File: src/rtl/aqp_ovl_pkg.sv
// rtl/aqp_ovl_pkg.sv - screen geometry, control codes and state encoding for the overlay terminal
package aqp_ovl_pkg;

  localparam int COLS = 40;
  localparam int ROWS = 25;

  localparam logic [9:0] BORDER_ADDR   = 10'h3FF;
  localparam logic [9:0] LAST_CELL     = 10'(COLS * ROWS - 1);
  localparam logic [5:0] LAST_COL      = 6'(COLS - 1);
  localparam logic [4:0] LAST_ROW      = 5'(ROWS - 1);
  localparam logic [9:0] ROW_STEP      = 10'(COLS);

  localparam logic [7:0] CH_SETATTR = 8'h01;
  localparam logic [7:0] CH_BS      = 8'h08;
  localparam logic [7:0] CH_TAB     = 8'h09;
  localparam logic [7:0] CH_LF      = 8'h0A;
  localparam logic [7:0] CH_FF      = 8'h0C;
  localparam logic [7:0] CH_CR      = 8'h0D;
  localparam logic [7:0] CH_SPACE   = 8'h20;

  localparam logic [1:0] ST_IDLE  = 2'd0;
  localparam logic [1:0] ST_ATTR  = 2'd1;
  localparam logic [1:0] ST_CLEAR = 2'd2;

  typedef enum logic [2:0] {
    CMD_PRINT,
    CMD_SETATTR,
    CMD_CR,
    CMD_LF,
    CMD_BS,
    CMD_TAB,
    CMD_FF
  } cmd_e;

  function automatic cmd_e decode_byte(input logic [7:0] b);
    case (b)
      CH_SETATTR: return CMD_SETATTR;
      CH_CR:      return CMD_CR;
      CH_LF:      return CMD_LF;
      CH_BS:      return CMD_BS;
      CH_TAB:     return CMD_TAB;
      CH_FF:      return CMD_FF;
      default:    return CMD_PRINT;
    endcase
  endfunction

endpackage

File: src/rtl/aqp_ovl_cursor.sv
// rtl/aqp_ovl_cursor.sv - cursor column/row tracking with an incremental row base for cell addressing
module aqp_ovl_cursor
  import aqp_ovl_pkg::*;
(
  input  logic       clk,
  input  logic       reset,
  input  logic       advance,
  input  logic       cr,
  input  logic       lf,
  input  logic       bs,
  input  logic       tab,
  input  logic       home,
  output logic [5:0] col,
  output logic [4:0] row,
  output logic [9:0] addr
);

  logic [5:0] col_q, col_d;
  logic [4:0] row_q, row_d;
  logic [9:0] row_base_q, row_base_d;

  logic [4:0] row_inc;
  logic [9:0] base_inc;
  logic [5:0] tab_col;

  always_comb begin
    // Row stepping shared by advance, LF and TAB overflow; last row wraps to the top.
    row_inc  = (row_q == LAST_ROW) ? 5'd0  : row_q + 5'd1;
    base_inc = (row_q == LAST_ROW) ? 10'd0 : row_base_q + ROW_STEP;
    tab_col  = (col_q | 6'd7) + 6'd1;

    col_d      = col_q;
    row_d      = row_q;
    row_base_d = row_base_q;

    if (home) begin
      col_d      = 6'd0;
      row_d      = 5'd0;
      row_base_d = 10'd0;
    end else if (advance) begin
      if (col_q == LAST_COL) begin
        col_d      = 6'd0;
        row_d      = row_inc;
        row_base_d = base_inc;
      end else begin
        col_d = col_q + 6'd1;
      end
    end else if (cr) begin
      col_d = 6'd0;
    end else if (lf) begin
      row_d      = row_inc;
      row_base_d = base_inc;
    end else if (bs) begin
      if (col_q != 6'd0) begin
        col_d = col_q - 6'd1;
      end else if (row_q != 5'd0) begin
        col_d      = LAST_COL;
        row_d      = row_q - 5'd1;
        row_base_d = row_base_q - ROW_STEP;
      end
    end else if (tab) begin
      if (tab_col > LAST_COL) begin
        col_d      = 6'd0;
        row_d      = row_inc;
        row_base_d = base_inc;
      end else begin
        col_d = tab_col;
      end
    end
  end

  always_ff @(posedge clk or posedge reset) begin
    if (reset) begin
      col_q      <= 6'd0;
      row_q      <= 5'd0;
      row_base_q <= 10'd0;
    end else begin
      col_q      <= col_d;
      row_q      <= row_d;
      row_base_q <= row_base_d;
    end
  end

  assign col  = col_q;
  assign row  = row_q;
  assign addr = row_base_q + {4'd0, col_q};

endmodule

File: src/rtl/aqp_ovl_term.sv
// rtl/aqp_ovl_term.sv - byte-stream text terminal writing {attr, char} cells into the overlay text RAM
module aqp_ovl_term
  import aqp_ovl_pkg::*;
#(
  parameter logic [7:0] DEFAULT_ATTR   = 8'h70,
  parameter bit         CLEAR_ON_RESET = 1'b1
) (
  input  logic        clk,
  input  logic        reset,
  input  logic [7:0]  s_data,
  input  logic        s_valid,
  output logic        s_ready,
  output logic [9:0]  ovl_text_addr,
  output logic [15:0] ovl_text_wrdata,
  output logic        ovl_text_wr,
  output logic [5:0]  cursor_col,
  output logic [4:0]  cursor_row,
  output logic        busy
);

  localparam logic [1:0] ST_RESET   = CLEAR_ON_RESET ? ST_CLEAR : ST_IDLE;
  // Clear index one past the last cell selects the border write.
  localparam logic [9:0] CLEAR_LAST = LAST_CELL + 10'd1;

  logic [1:0]  state_q, state_d;
  logic [7:0]  attr_q, attr_d;
  logic [9:0]  clr_cnt_q, clr_cnt_d;
  logic        wr_q, wr_d;
  logic [9:0]  addr_q, addr_d;
  logic [15:0] wrdata_q, wrdata_d;

  cmd_e        cmd;
  logic        cur_adv, cur_cr, cur_lf, cur_bs, cur_tab, cur_home;
  logic [9:0]  cur_addr;

  always_comb begin
    state_d   = state_q;
    attr_d    = attr_q;
    clr_cnt_d = clr_cnt_q;
    wr_d      = 1'b0;
    addr_d    = addr_q;
    wrdata_d  = wrdata_q;
    cur_adv   = 1'b0;
    cur_cr    = 1'b0;
    cur_lf    = 1'b0;
    cur_bs    = 1'b0;
    cur_tab   = 1'b0;
    cur_home  = 1'b0;
    cmd       = decode_byte(s_data);

    case (state_q)
      ST_IDLE: begin
        if (s_valid) begin
          case (cmd)
            CMD_SETATTR: state_d = ST_ATTR;
            CMD_CR:      cur_cr  = 1'b1;
            CMD_LF:      cur_lf  = 1'b1;
            CMD_BS:      cur_bs  = 1'b1;
            CMD_TAB:     cur_tab = 1'b1;
            CMD_FF: begin
              state_d   = ST_CLEAR;
              clr_cnt_d = 10'd0;
            end
            default: begin
              wr_d     = 1'b1;
              addr_d   = cur_addr;
              wrdata_d = {attr_q, s_data};
              cur_adv  = 1'b1;
            end
          endcase
        end
      end
      ST_ATTR: begin
        if (s_valid) begin
          attr_d  = s_data;
          state_d = ST_IDLE;
        end
      end
      ST_CLEAR: begin
        wr_d     = 1'b1;
        wrdata_d = {attr_q, CH_SPACE};
        if (clr_cnt_q == CLEAR_LAST) begin
          addr_d    = BORDER_ADDR;
          clr_cnt_d = 10'd0;
          state_d   = ST_IDLE;
          cur_home  = 1'b1;
        end else begin
          addr_d    = clr_cnt_q;
          clr_cnt_d = clr_cnt_q + 10'd1;
        end
      end
      default: state_d = ST_RESET;
    endcase
  end

  always_ff @(posedge clk or posedge reset) begin
    if (reset) begin
      state_q   <= ST_RESET;
      attr_q    <= DEFAULT_ATTR;
      clr_cnt_q <= 10'd0;
      wr_q      <= 1'b0;
      addr_q    <= 10'd0;
      wrdata_q  <= 16'd0;
    end else begin
      state_q   <= state_d;
      attr_q    <= attr_d;
      clr_cnt_q <= clr_cnt_d;
      wr_q      <= wr_d;
      addr_q    <= addr_d;
      wrdata_q  <= wrdata_d;
    end
  end

  aqp_ovl_cursor u_cursor (
    .clk     (clk),
    .reset   (reset),
    .advance (cur_adv),
    .cr      (cur_cr),
    .lf      (cur_lf),
    .bs      (cur_bs),
    .tab     (cur_tab),
    .home    (cur_home),
    .col     (cursor_col),
    .row     (cursor_row),
    .addr    (cur_addr)
  );

  assign s_ready         = (state_q != ST_CLEAR);
  assign busy            = (state_q == ST_CLEAR);
  assign ovl_text_wr     = wr_q;
  assign ovl_text_addr   = addr_q;
  assign ovl_text_wrdata = wrdata_q;

endmodule
File: config.mk
export PLATFORM = sky130hd
export DESIGN_NAME = aqp_ovl_term
export DESIGN_NICKNAME = d
export VERILOG_FILES = /design/src/rtl/aqp_ovl_pkg.sv /design/src/rtl/aqp_ovl_cursor.sv /design/src/rtl/aqp_ovl_term.sv
export SDC_FILE = /design/constraint.sdc
export NUM_CORES = 1
export LEC_CHECK = 0
export CAP_MARGIN = 20
export CORE_UTILIZATION = 45
export DETAILED_ROUTE_END_ITERATION = 7
export GPL_TIMING_DRIVEN = 0
export PLACE_DENSITY = 0.79
export SKIP_CTS_REPAIR_TIMING = 1
export SYNTH_ARGS = -nofsm -noshare
export SYNTH_HDL_FRONTEND = slang
export SYNTH_SLANG_ARGS = --single-unit
File: constraint.sdc
create_clock -name clk -period 2.66 [get_ports clk]
set_input_delay 0.798 -clock clk [delete_from_list [all_inputs] [get_ports clk]]
set_output_delay 0.798 -clock clk [all_outputs]
set_load 0.02 [all_outputs]
==> flow_metrics.env <==
export IMPL_die_h_um=101.0
export IMPL_hold_path_class="flip-flop to flip-flop"
export IMPL_grt_busiest_layer="met2"
export IMPL_ys_top_cells_by_count="dfrtp_1 (64), o21ai_0 (46), nand2_1 (45), a21oi_1 (35), nor2_1 (30)"
export IMPL_drc=0
export IMPL_drv_slew=0
export IMPL_synth_most_common_cell="dfrtp_1"
export IMPL_fin_nets=592
export IMPL_vias_per_cell=5.983
export IMPL_required_ps=2930
export IMPL_fin_setup_tns_ps=0
export IMPL_r2r_start="u_cursor.col[0]"
export IMPL_dieArea_um2=10190
export IMPL_hold_end="ovl_text_addr[4]"
export IMPL_crit_path_start="s_data[6]"
export IMPL_hold_slack_ps=503.3
export IMPL_finClkSkew_ps=9.401
export IMPL_met1_usage_pct=32.05
export IMPL_hold_viol_final=0
export IMPL_vias=4140
export IMPL_cts_max_path_buffers=2
export IMPL_num_rows=35
export IMPL_synth_main_ff_cell="dfrtp_1"
export IMPL_status="completed"
export IMPL_antenna_found_initial=0
export IMPL_syn2layout_area_growth_pct=26.77
export IMPL_core_um2=9371
export IMPL_synth_warnings=0
export IMPL_period_needed_ps=2645
export IMPL_worst_slew_pin_slew_ps=852.6
export IMPL_grt_pass1_wl_um=18950
export IMPL_grt_max_degree=69
export IMPL_finalSetupViolCount=0
export IMPL_ys_ff_latch=68
export IMPL_max_freq_mhz=378.1
export IMPL_io_buffers=48
export IMPL_route_antenna_remaining_nets=0
export IMPL_syn_inst=485
export IMPL_drt_iter0_markers=345
export IMPL_reg2reg_depth=9
export IMPL_synthArstFlopShare_pct=100.0
export IMPL_r2r_end="u_cursor.row_base_q[8]"
export IMPL_dr_pass1_iters=5
export IMPL_leakage_uw=0.002374
export IMPL_start_kind="input port"
export IMPL_r2r_slack_ps=30
export IMPL_cts_root_buf="clkbuf_8"
export IMPL_critPathMaxFanout=7
export IMPL_max_cap_violations=0
export IMPL_yosys_cell_types_count=69
export IMPL_crit_arrival_ps=2920
export IMPL_synth_top_cell_by_area="dfrtp_1"
export IMPL_insertion_delay_ps=360
export IMPL_powerDensity_nw_per_um2=1180
export IMPL_dpl_hpwl_um=8431
export IMPL_drive_gt1_share_pct=19.89
export IMPL_rsz0062_at_grt="true"
export IMPL_grt_use_total_pct=24.18
export IMPL_pin_count=51
export IMPL_synth_net_count=519
export IMPL_wl_per_cell_um=17.49
export IMPL_totalWireLength_um=12110
export IMPL_grt_overflow_total=0
export IMPL_synth_edf_count=0
export IMPL_cp_end_kind="flip-flop"
export IMPL_crit_type="input port to flip-flop"
export IMPL_grtUsageMet2_pct=38.41
export IMPL_postLayoutCoreUtil_pct=59.61
export IMPL_initial_core_util_pct=47.02
export IMPL_diodes=0
export IMPL_synth_top_cells_by_area="dfrtp_1 (36%), ha_1 (6.2%), o21ai_0 (5.2%), mux2_2 (4.3%), a21oi_1 (4.0%)"
export IMPL_syn_area_um2=4407
export IMPL_cts_tree="done"
export IMPL_synth_top_area_share_pct=36.34
export IMPL_clock_sinks=68
export IMPL_use_met3_pct=4.577
export IMPL_die_w_um=101.0
export IMPL_finalCritPeriodShare_pct=99.42
export IMPL_gp_congestion=0.9267
export IMPL_first_global_vias=3867
export IMPL_slew_headroom_pct=43.16
export IMPL_clk_pin_slew_worst_paths_ps=70
export IMPL_synth_avg_cell_area_um2=9.086
export IMPL_min_delay_path_depth=2
export IMPL_ir_worst_vdd_uv=402.4
export IMPL_power_uw=6590
export IMPL_min_from="ovl_text_addr[4]"
export IMPL_ys_seq_area_share_pct=38.73
export IMPL_htreeDepth=3
export IMPL_numCtsBuffers=9
## flip-flops by register name (all words and copies together), names as in the netlist
signal	cells
clr_cnt_q	10
ovl_text_wr	1
state_q	2
attr_q	8
u_cursor.row	5
u_cursor.row_base_q	10
ovl_text_wrdata	16
u_cursor.col	6
ovl_text_addr	10
## layout by cell type (no fill, tap or decap), types with 4 or more instances in the layout
| master | instances |
|---|---|
| dfstp_2 | 4 |
| clkbuf_1 | 10 |
| nor3_1 | 7 |
| buf_4 | 11 |
| nand2_1 | 43 |
| o22ai_1 | 6 |
| mux2_2 | 17 |
| clkbuf_8 | 15 |
| nand4b_1 | 4 |
| a31oi_1 | 4 |
| mux2i_1 | 5 |
| a21oi_1 | 33 |
| o21ai_1 | 10 |
| nand3_1 | 25 |
| dlymetal6s2s_1 | 4 |
| nor2_1 | 29 |
| or4_4 | 5 |
| buf_6 | 8 |
| a22o_1 | 8 |
| o21ai_0 | 36 |
| clkdlybuf4s50_1 | 40 |
| clkbuf_2 | 7 |
| a211oi_1 | 8 |
| nor4_1 | 5 |
| inv_1 | 19 |
| nand2b_1 | 7 |
| or3_1 | 4 |
| xnor2_1 | 7 |
| ha_1 | 22 |
| and3_1 | 9 |
| dfrtp_1 | 61 |
## metrics by stage
stage / cell area, um2 / worst slack (ps) / instances
floorplan: 4492 / -210.4 / 485
global placement: 5134 / -1026 / 662
detailed placement: 5141 / -967.8 / 663
CTS: 5360 / -617.9 / 679
global route: 5587 / -48.89 / 692
finish: 5587 / 15.48 / 692
## logic make-up (layout without fill, tap and decap cells)
logic type	count (synthesis)	count (layout)	share of synthesized area, %
and+or+nand+nor	166	167	19.53
AOI/OAI and AO/OA	147	147	21.98
DFF	68	68	38.73
buffers and inverters	50	127	5.792
adders and majority gates	23	23	6.701
muxes	22	22	5.480
xor gates and xnor gates	9	9	1.789
## per-layer routing
| metal | vias up | routed length (um) | part of all wire (%) |
|---|---|---|---|
| met5 | - | 0 | 0 |
| met4 | 0 | 387 | 3.2 |
| met3 | 32 | 748 | 6.2 |
| met2 | 187 | 5648 | 47 |
| met1 | 1998 | 5322 | 44 |
| li1 | 1923 | - | - |
## where the power goes
| group | internal (uW) | switching (uW) |
|---|---|---|
| combinational | 1710 | 2050 |
| clock | 555 | 409 |
| sequential | 1470 | 404 |
| total | 3730 | 2860 |
## layout make-up
class                           count  area [um2]
Fill cell                         789        3785
Multi-Input combinational cell    368        2590
Sequential cell                    68        1710
Timing Repair Buffer               63       601.8
Buffer                             26       212.7
Tap cell                          129       161.4
Clock buffer                       12       145.1
Inverter                           22       91.34
Clock inverter                      4       73.82
## worst max-delay path: stages
cell	delay (ps)
buf_8	100
or4_4	580
or4_4	580
buf_6	160
o221ai_4	250
buf_6	170
buf_6	100
nor2_2	30
a211oi_2	140
## how the worst max path moves through the flow
stage | endpoint | depth (start not counted) | slack (ps)
6_report | u_cursor.row[1] | 9 | 20
5_1_grt | u_cursor.row[3] | 9 | -50
4_1_cts | u_cursor.col[3] | 8 | -620
3_5_place_dp | u_cursor.col[3] | 8 | -970
3_3_place_gp | u_cursor.row[1] | 2 | -1030
2_1_floorplan | u_cursor.row_base_q[8] | 7 | -210
No activity file was read; power rests on OpenSTA's default activity.
